<file path="config.mk">
export PLATFORM = sky130hd
export DESIGN_NAME = health_calc_sched
export DESIGN_NICKNAME = d
export VERILOG_FILES = /design/src/rtl/health_calc_sched.sv
export SDC_FILE = /design/constraint.sdc
export NUM_CORES = 1
export LEC_CHECK = 0
export CORE_UTILIZATION = 41
export DETAILED_ROUTE_END_ITERATION = 7
export PLACE_DENSITY_LB_ADDON = 0.3
export SLEW_MARGIN = 25
export SYNTH_ARGS = -nofsm -noshare
export SYNTH_HDL_FRONTEND = slang
export SYNTH_SLANG_ARGS = --single-unit
</file>
<file path="constraint.sdc">
create_clock -name clk -period 2.45 [get_ports clk]
set_clock_uncertainty 0.05 [all_clocks]
set_input_delay 0.49 -clock clk [delete_from_list [all_inputs] [get_ports clk]]
set_output_delay 0.49 -clock clk [all_outputs]
set_load 0.02 [all_outputs]
</file>
<file path="src/rtl/health_calc_sched.sv">
// ---------------------------------------------------------------------------
// health_calc_sched
//
// Purpose:
//   Takes BMI/BMR jobs from two requesters and sends them to an external calc
//   core as a fixed instruction sequence. It returns one response per job.
//   Arbitration is round-robin. Jobs with a zero height or a zero weight are
//   rejected straight away and issue no instructions.
//
// Handshake rule (every valid/ready pair in this block):
//   A transfer happens on a rising edge where valid and ready are both 1.
//   - A requester holds reqN_valid and its payload until it sees reqN_ready.
//   - reqN_ready is combinational from the state and the valids. It is only
//     ever high in IDLE.
//   - rsp_valid stays high, and rsp_* stays stable, until the consumer
//     completes the handshake with rsp_ready.
//
// Ports:
//   clk, reset                 clock, asynchronous active-low reset
//   reqN_valid/ready           job request handshake (N = 0,1)
//   reqN_height/weight/age/male job payload (cm, kg, years, 1 = male)
//   instr_o                    instruction to the calc core
//   result_i                   calc core result bus (low 16 bits used)
//   rsp_valid/ready            response handshake
//   rsp_id/bmi/bmr/err         response payload
//   busy                       high whenever the FSM is not in IDLE
//   o_dbg_state                current FSM state, for observation
// ---------------------------------------------------------------------------
`timescale 1ns/1ps
module health_calc_sched #(
  parameter int unsigned CALC_LAT = 2
) (
  input  logic        clk,
  input  logic        reset,
  input  logic        req0_valid,
  output logic        req0_ready,
  input  logic [11:0] req0_height,
  input  logic [11:0] req0_weight,
  input  logic [5:0]  req0_age,
  input  logic        req0_male,
  input  logic        req1_valid,
  output logic        req1_ready,
  input  logic [11:0] req1_height,
  input  logic [11:0] req1_weight,
  input  logic [5:0]  req1_age,
  input  logic        req1_male,
  output logic [31:0] instr_o,
  input  logic [31:0] result_i,
  output logic        rsp_valid,
  input  logic        rsp_ready,
  output logic        rsp_id,
  output logic [15:0] rsp_bmi,
  output logic [15:0] rsp_bmr,
  output logic        rsp_err,
  output logic        busy,
  output logic [2:0]  o_dbg_state
);

  typedef enum logic [2:0] {
    IDLE     = 3'd0,
    SET_H    = 3'd1,
    SET_W    = 3'd2,
    CALC_BMI = 3'd3,
    CALC_BMR = 3'd4,
    RESP     = 3'd5
  } state_t;

  // Counter value on the final cycle of a CALC state.
  localparam logic [3:0] LAST_CNT = 4'(CALC_LAT - 1);

  state_t      r_state;
  state_t      w_next;
  logic [3:0]  r_cnt;
  logic [11:0] r_height;
  logic [11:0] r_weight;
  logic [5:0]  r_age;
  logic        r_male;
  logic        r_id;
  logic [15:0] r_bmi;
  logic [15:0] r_bmr;
  logic        r_err;
  // This holds the requester that was granted last. Its reset value is 1, so
  // requester 0 wins the first tie.
  logic        r_last;

  logic        w_grant0;
  logic        w_grant1;
  logic        w_accept;
  logic [11:0] w_sel_height;
  logic [11:0] w_sel_weight;
  logic [5:0]  w_sel_age;
  logic        w_sel_male;
  logic        w_sel_zero;
  logic        w_calc_last;
  logic        w_unused;

  // Only the low half of the result bus carries data.
  assign w_unused = ^result_i[31:16];

  // Arbitration. When both requesters are valid, the one not granted last wins.
  always_comb begin
    w_grant0 = 1'b0;
    w_grant1 = 1'b0;
    if (r_state == IDLE) begin
      if (req0_valid && req1_valid) begin
        w_grant0 = r_last;
        w_grant1 = ~r_last;
      end else begin
        w_grant0 = req0_valid;
        w_grant1 = req1_valid;
      end
    end
  end

  assign w_accept     = w_grant0 | w_grant1;
  assign w_sel_height = w_grant1 ? req1_height : req0_height;
  assign w_sel_weight = w_grant1 ? req1_weight : req0_weight;
  assign w_sel_age    = w_grant1 ? req1_age    : req0_age;
  assign w_sel_male   = w_grant1 ? req1_male   : req0_male;
  assign w_sel_zero   = (w_sel_height == 12'd0) || (w_sel_weight == 12'd0);
  assign w_calc_last  = (r_cnt == LAST_CNT);

  // Next-state logic.
  always_comb begin
    w_next = r_state;
    case (r_state)
      IDLE:     if (w_accept) w_next = w_sel_zero ? RESP : SET_H;
      SET_H:    w_next = SET_W;
      SET_W:    w_next = CALC_BMI;
      CALC_BMI: if (w_calc_last) w_next = CALC_BMR;
      CALC_BMR: if (w_calc_last) w_next = RESP;
      RESP:     if (rsp_ready) w_next = IDLE;
      default:  w_next = IDLE;
    endcase
  end

  // Instruction bus. It is driven from state only, so it is zero in IDLE and
  // in reset.
  always_comb begin
    instr_o = 32'h0;
    case (r_state)
      SET_H:    instr_o = {r_height, 5'd0, 3'b000, 5'd0, 7'b0001011};
      SET_W:    instr_o = {r_weight, 5'd0, 3'b001, 5'd0, 7'b0001011};
      CALC_BMI: instr_o = {7'd0, 5'd0, 5'd0, 3'b000, 5'd1, 7'b0001101};
      CALC_BMR: instr_o = {r_male, r_age, 5'd0, 5'd0, 3'b000, 5'd1, 7'b0001110};
      default:  instr_o = 32'h0;
    endcase
  end

  always_ff @(posedge clk or negedge reset) begin
    if (!reset) begin
      r_state <= IDLE;
      r_cnt   <= 4'd0;
    end else begin
      r_state <= w_next;
      // The counter restarts on every state change.
      r_cnt   <= (w_next != r_state) ? 4'd0 : r_cnt + 4'd1;
    end
  end

  always_ff @(posedge clk or negedge reset) begin
    if (!reset) begin
      r_height <= 12'd0;
      r_weight <= 12'd0;
      r_age    <= 6'd0;
      r_male   <= 1'b0;
      r_id     <= 1'b0;
      r_bmi    <= 16'd0;
      r_bmr    <= 16'd0;
      r_err    <= 1'b0;
      r_last   <= 1'b1;
    end else begin
      if (w_accept) begin
        r_height <= w_sel_height;
        r_weight <= w_sel_weight;
        r_age    <= w_sel_age;
        r_male   <= w_sel_male;
        r_id     <= w_grant1;
        r_last   <= w_grant1;
        r_bmi    <= 16'd0;
        r_bmr    <= 16'd0;
        r_err    <= w_sel_zero;
      end
      if (r_state == CALC_BMI && w_calc_last) r_bmi <= result_i[15:0];
      if (r_state == CALC_BMR && w_calc_last) r_bmr <= result_i[15:0];
    end
  end

  assign req0_ready  = w_grant0;
  assign req1_ready  = w_grant1;
  assign rsp_valid   = (r_state == RESP);
  assign rsp_id      = r_id;
  assign rsp_bmi     = r_bmi;
  assign rsp_bmr     = r_bmr;
  assign rsp_err     = r_err;
  assign busy        = (r_state != IDLE);
  assign o_dbg_state = r_state;

endmodule
</file>
; After elaboration in Yosys (flattened, before gate mapping)
; Cells that the tools add are included.
[word_totals]
ff_bits = 73
input_bits = 99
output_inout_bits = 73
wordCells = 50
[classes]
add_sub_neg = 1
eq_ne = 7
mux = 19
n_bitwise = 2
reduce_logical = 10
[op_table]
columns = cell, n
row1 = 32-bit case mux with 4 select lines, 1
row2 = 16-bit 2-to-1 mux, 3
row3 = 12-bit logical NOT, 2
row4 = 12-bit 2-to-1 mux, 2
row5 = 3-bit case mux with 6 select lines, 1
row6 = 3-bit 2-to-1 mux, 5
row7 = 3-bit by 2-bit equality test with 1-bit output (second input constant), 2
row8 = 3-bit equality test (second input constant), 2
row9 = 6-bit 2-to-1 mux, 1
row10 = 1-bit 2-to-1 mux, 5
row11 = 4-bit by 1-bit adder with 4-bit output (second input constant), 1
row12 = 4-bit by 1-bit equality test with 1-bit output (second input constant), 1
row13 = 4-bit 2-to-1 mux, 1
row14 = 2-bit nonzero test, 2
row15 = 3-bit by 1-bit equality test with 1-bit output (second input constant), 1
row16 = 1-bit logical AND, 3
row17 = 3-bit logical NOT, 1
row18 = 3-bit inequality test, 1
row19 = 3-bit nonzero test, 1
row20 = 1-bit logical OR, 1
row21 = 1-bit NOT, 1
row22 = 1-bit bitwise OR, 1

; Logic depth before layout (Yosys ltp)
[logic_depth]
word_depth = 11
depth_mapped = 8
depth_no_buf = 6

; Worst setup path before layout
; Ideal clock, no wire load.
[synth_path]
path_kind = flip-flop to output port
start = register r_state[1] (netlist: o_dbg_state[1])
end = output instr_o[1]
arrival_ns = 1.761
required_ns = 1.910
setup_slack_ns = 0.149
stages_incl_launch_ff = 6
path_buffers = 2
path_cell_list = dfrtp_1 -> buf_2 -> nor2b_1 -> clkbuf_1 -> nor2_1 -> o21ai_0
[synth_via]
elab_chain_len = 2
elab_cells_between_ends = 5
cone_classes = 4 x eq/ne / 1 x mux
[synth_lines]
columns = element, line_no
row1 = from (decl), 71  ; state_t r_state;
row2 = from (signal assigned), 155  ; r_state <= w_next;
row3 = 3-bit equality test (tied with other cells), 141  ; case (r_state)
row4 = 32-bit case mux with 4 select lines *, 141
row5 = to (decl), 47  ; output logic [31:0] instr_o,
; Every way passes the cells marked *; elsewhere a longest branch is shown, timed or not.

; Worst setup path after layout
[layout_path]
start = register r_state[0] (netlist: o_dbg_state[0])
end = output instr_o[1]
; Same word-level chain as after synthesis.

==> metrics.csv <==
stage,metric,value,unit
placement,placed insts,598,
power_and_ir_drop,Max IR drop VDD,559,uV
worst_setup_path,CP max FO,5,
grt,overall routing resource usage,23.1,%
clock_tree,later-pin clock latency in the skew report,0.34,ns
timing,unrepaired setup endpoints after global routing,yes,
grt,initial antenna violation count,0,
detailed_routing,Vias per Instance,5.23,
worst_setup_path,crit path kind,reg -> out,
timing,final setup fails,0,
detailed_routing,# DRC,0,
clock_tree,Worst-path clk slew,0.08,ns
floorplan,# rows,33,
worst_setup_path,cell count of the worst reg-to-reg path,7,
finish,"Design Area, Final",0.00537,sq mm
timing,"Slew Viols, Final",0,
synth,Yosys reg bits,73,
detailed_routing,wire per inst,16.3,um
finish,multi-input logic area,0.00161,sq mm
worst_setup_path,CP required,1.91,ns
clock_tree,CTS max path bufs,2,
detailed_routing,Post-DRT Antenna Nets,0,
finish,Sequential Area,0.00183,sq mm
synth,Synth Cell Area,0.00363,sq mm
flow_run,Max Cap Viol,0,
worst_setup_path,worst r2r src,o_dbg_state[1],
clock_tree,count of hold buffers inserted by post-cts repair,0,
synth,sequential area share after synthesis,50.3,%
finish,fin nets,605,
worst_setup_path,CP top delay family,buffers and inverters,
finish,Post-Layout Cell Count,614,
grt,first-pass GRT wire length,15900,um
timing,hold slack,0.0951,ns
finish,final core utilization,64.1,%
power_and_ir_drop,Logic pwr share,50.7,%
worst_setup_path,CP arrival,1.82,ns
run_status,status,finished clean,
detailed_routing,drt first pass iters,4,
finish,layout cells sized above 1,11.8,%
worst_setup_path,RR Endpoint,rsp_bmr[11],
grt,largest net degree at the start of global routing,74,
synth,Async SR Flop Fraction,100,%
timing,Post-Route Setup TNS,0,ns
power_and_ir_drop,switching pwr,0.00242,W
floorplan,initial core utilization,43.4,%
detailed_routing,Via Count,3212,
detailed_routing,met1 wire length,4630,um
worst_setup_path,Max stage delay on crit path,0.44,ns
placement,area post-placement,0.00518,sq mm
power_and_ir_drop,Pleak,2.55,nW
timing,min cycle time layout,2.36,ns
finish,# diodes,0,
detailed_routing,initial DRC count,163,
worst_setup_path,crit end category,output pin,
floorplan,Die Area,0.00925,sq mm
worst_hold_path,hold crit path type,in -> async,
worst_setup_path,Critical-path top delay cell,dfrtp_2,
floorplan,Die X,96.2,um
placement,port bufs,141,
detailed_routing,Met2 Routed Length,4660,um
power_and_ir_drop,clock power share,15.6,%
worst_setup_path,R2R setup slack,0.42,ns
detailed_routing,max layer used,met4,
floorplan,IO Count,172,
clock_tree,clock root cell,clkbuf_8,
placement,routability congestion estimate,0.849,
detailed_routing,WL met3,449,um
synth,Post-synth EDFFs,0,
synth,post-synthesis instance total,354,
worst_setup_path,crit-path cells,buf_4 > or3b_1 > o21ai_0 > dlygate4sd2_1,
power_and_ir_drop,Reg power frac,33.7,%
placement,HPWL after DPL,7450,um
timing,worst relative slew slack,50.8,%
synth,Synthesis Warnings,0,
worst_setup_path,type of element launching the critical path,register,
clock_tree,CTS Buf Count,9,
timing,Final Hold Viols,0,
synth,Post-Syn Area per Cell,10.3,sq um
grt,overflow left after global routing,0,
floorplan,die extent in y,96.2,um
clock_tree,H-Tree Depth,3,
clock_tree,CTS tree,done,
finish,fill count,729,
timing,final cycle utilization of the critical path,96.2,%
power_and_ir_drop,power per cell area,1130,mW/mm^2
synth,post-synthesis cell type count,39,
floorplan,total core area,0.00838,sq mm
detailed_routing,routed wire length,10000,um
timing,Worst-Margin Slew,0.738,ns
timing,fmax,424,MHz
clock_tree,Sink Count,73,
finish,P&R area growth vs syn,47.7,%
grt,number of global-route vias before repair,3143,
worst_setup_path,Worst Path Buf+Inv,2,
power_and_ir_drop,Cell Int Power,0.00364,W
synth,ys flop type,dfrtp_1,
power_and_ir_drop,sw frac,39.9,%
## area by class of cell
class,count,area share [%]
Sequential cell,73,34.1
Tap cell,105,2.45
Clock buffer,10,2.56
Inverter,5,0.349
Timing Repair Buffer,165,29.4
Multi-Input combinational cell,250,30.0
Clock inverter,6,1.21
## cell families after synthesis
group,after synthesis,synth area share (%)
AOI/OAI and AO/OA,103,19.3
buffers and inverters,44,7.02
other,1,0.103
and+or+nand+nor,96,13.1
DFF,73,50.3
muxes,32,8.81
adders and majority gates,2,0.688
xor gates and xnor gates,3,0.723
## Yosys cell counts, types with 3 or more instances
library cell,count,share of area [%]
nor2b_1,3,0.52
clkbuf_1,11,1.1
o21ai_0,8,1.1
a22oi_1,12,2.5
buf_2,9,1.2
o21ai_1,4,0.55
a21oi_1,36,5.0
nor4_1,12,2.1
a22o_1,32,7.7
nand3_1,6,0.83
nand2_1,19,2.0
nor2_1,42,4.3
buf_4,17,3.5
mux2i_1,32,8.8
inv_2,4,0.41
dfrtp_1,72,50
## registers in the layout, summed over array words and instances (netlist names), 3 cells and up
register	cells
o_dbg_state	3
r_age	6
rsp_bmr	16
rsp_bmi	16
r_cnt	4
r_weight	12
r_height	12
## timing repair
action / CTS / global route
gates resized for setup: 24 / 12
endpoints found under the setup margin: 20 / 8
buffers inserted: 0 / 0
## cell usage in the layout (no fill, tap or decap), drive strengths merged, types with 2 or more instances in the layout
cell,netlist,routed
clkdlybuf4s50,0,119
dfrtp,72,72
nor2,45,45
a21oi,36,36
mux2i,32,32
a22o,32,32
buf,28,25
nand2,19,19
dlygate4sd2,0,15
conb,1,14
a22oi,12,12
nor4,12,12
o21ai,12,12
clkbuf,11,11
nand3,7,7
inv,5,6
nor2b,3,3
dlygate4sd1,0,3
clkinv,0,3
xnor2,2,2
or3b,2,2
nor3,2,2
o211ai,2,2
nand4,2,2
a211oi,2,2
a221o,2,2
a21o,2,2
ha,2,2
and2,2,2
## how the worst max path moves through the flow
stage | startpoint | endpoint | slack, ns | cells past startpoint
2_1_floorplan | o_dbg_state[1] | instr_o[1] | 0.15 | 5
3_3_place_gp | req1_valid | req1_ready | -0.03 | 5
3_5_place_dp | req1_valid | req1_ready | -0.05 | 5
4_1_cts | o_dbg_state[0] | instr_o[31] | 0.04 | 6
5_1_grt | o_dbg_state[0] | instr_o[2] | -0.006 | 4
6_report | o_dbg_state[0] | instr_o[1] | 0.09 | 4
## stage by stage
stage,setup WS [ns],total power (W)
global route,-0.00579,0.00646
detailed placement,-0.0525,0.00527
floorplan,0.149,0.00385
global placement,-0.0336,0.00520
finish,0.0934,0.00606
CTS,0.0435,0.00610
## power groups by stage
stage / sequential (W) / clock [W] / combinational (W)
3_3_place_gp: 0.00203 / 0 / 0.00317
6_report: 0.00204 / 0.000948 / 0.00307
5_1_grt: 0.00209 / 0.00103 / 0.00333
3_5_place_dp: 0.00205 / 0 / 0.00323
2_1_floorplan: 0.00219 / 0 / 0.00166
4_1_cts: 0.00203 / 0.000974 / 0.00310
## routing by layer
| metal | vias up | GRT usage [%] |
|---|---|---|
| li1 | 1557 | - |
| met1 | 1527 | 33.2 |
| met2 | 106 | 34.3 |
| met3 | 22 | 3.48 |
| met4 | 0 | 10.4 |
| met5 | - | 0 |
Note: power is estimated with default switching activity, not from simulation.
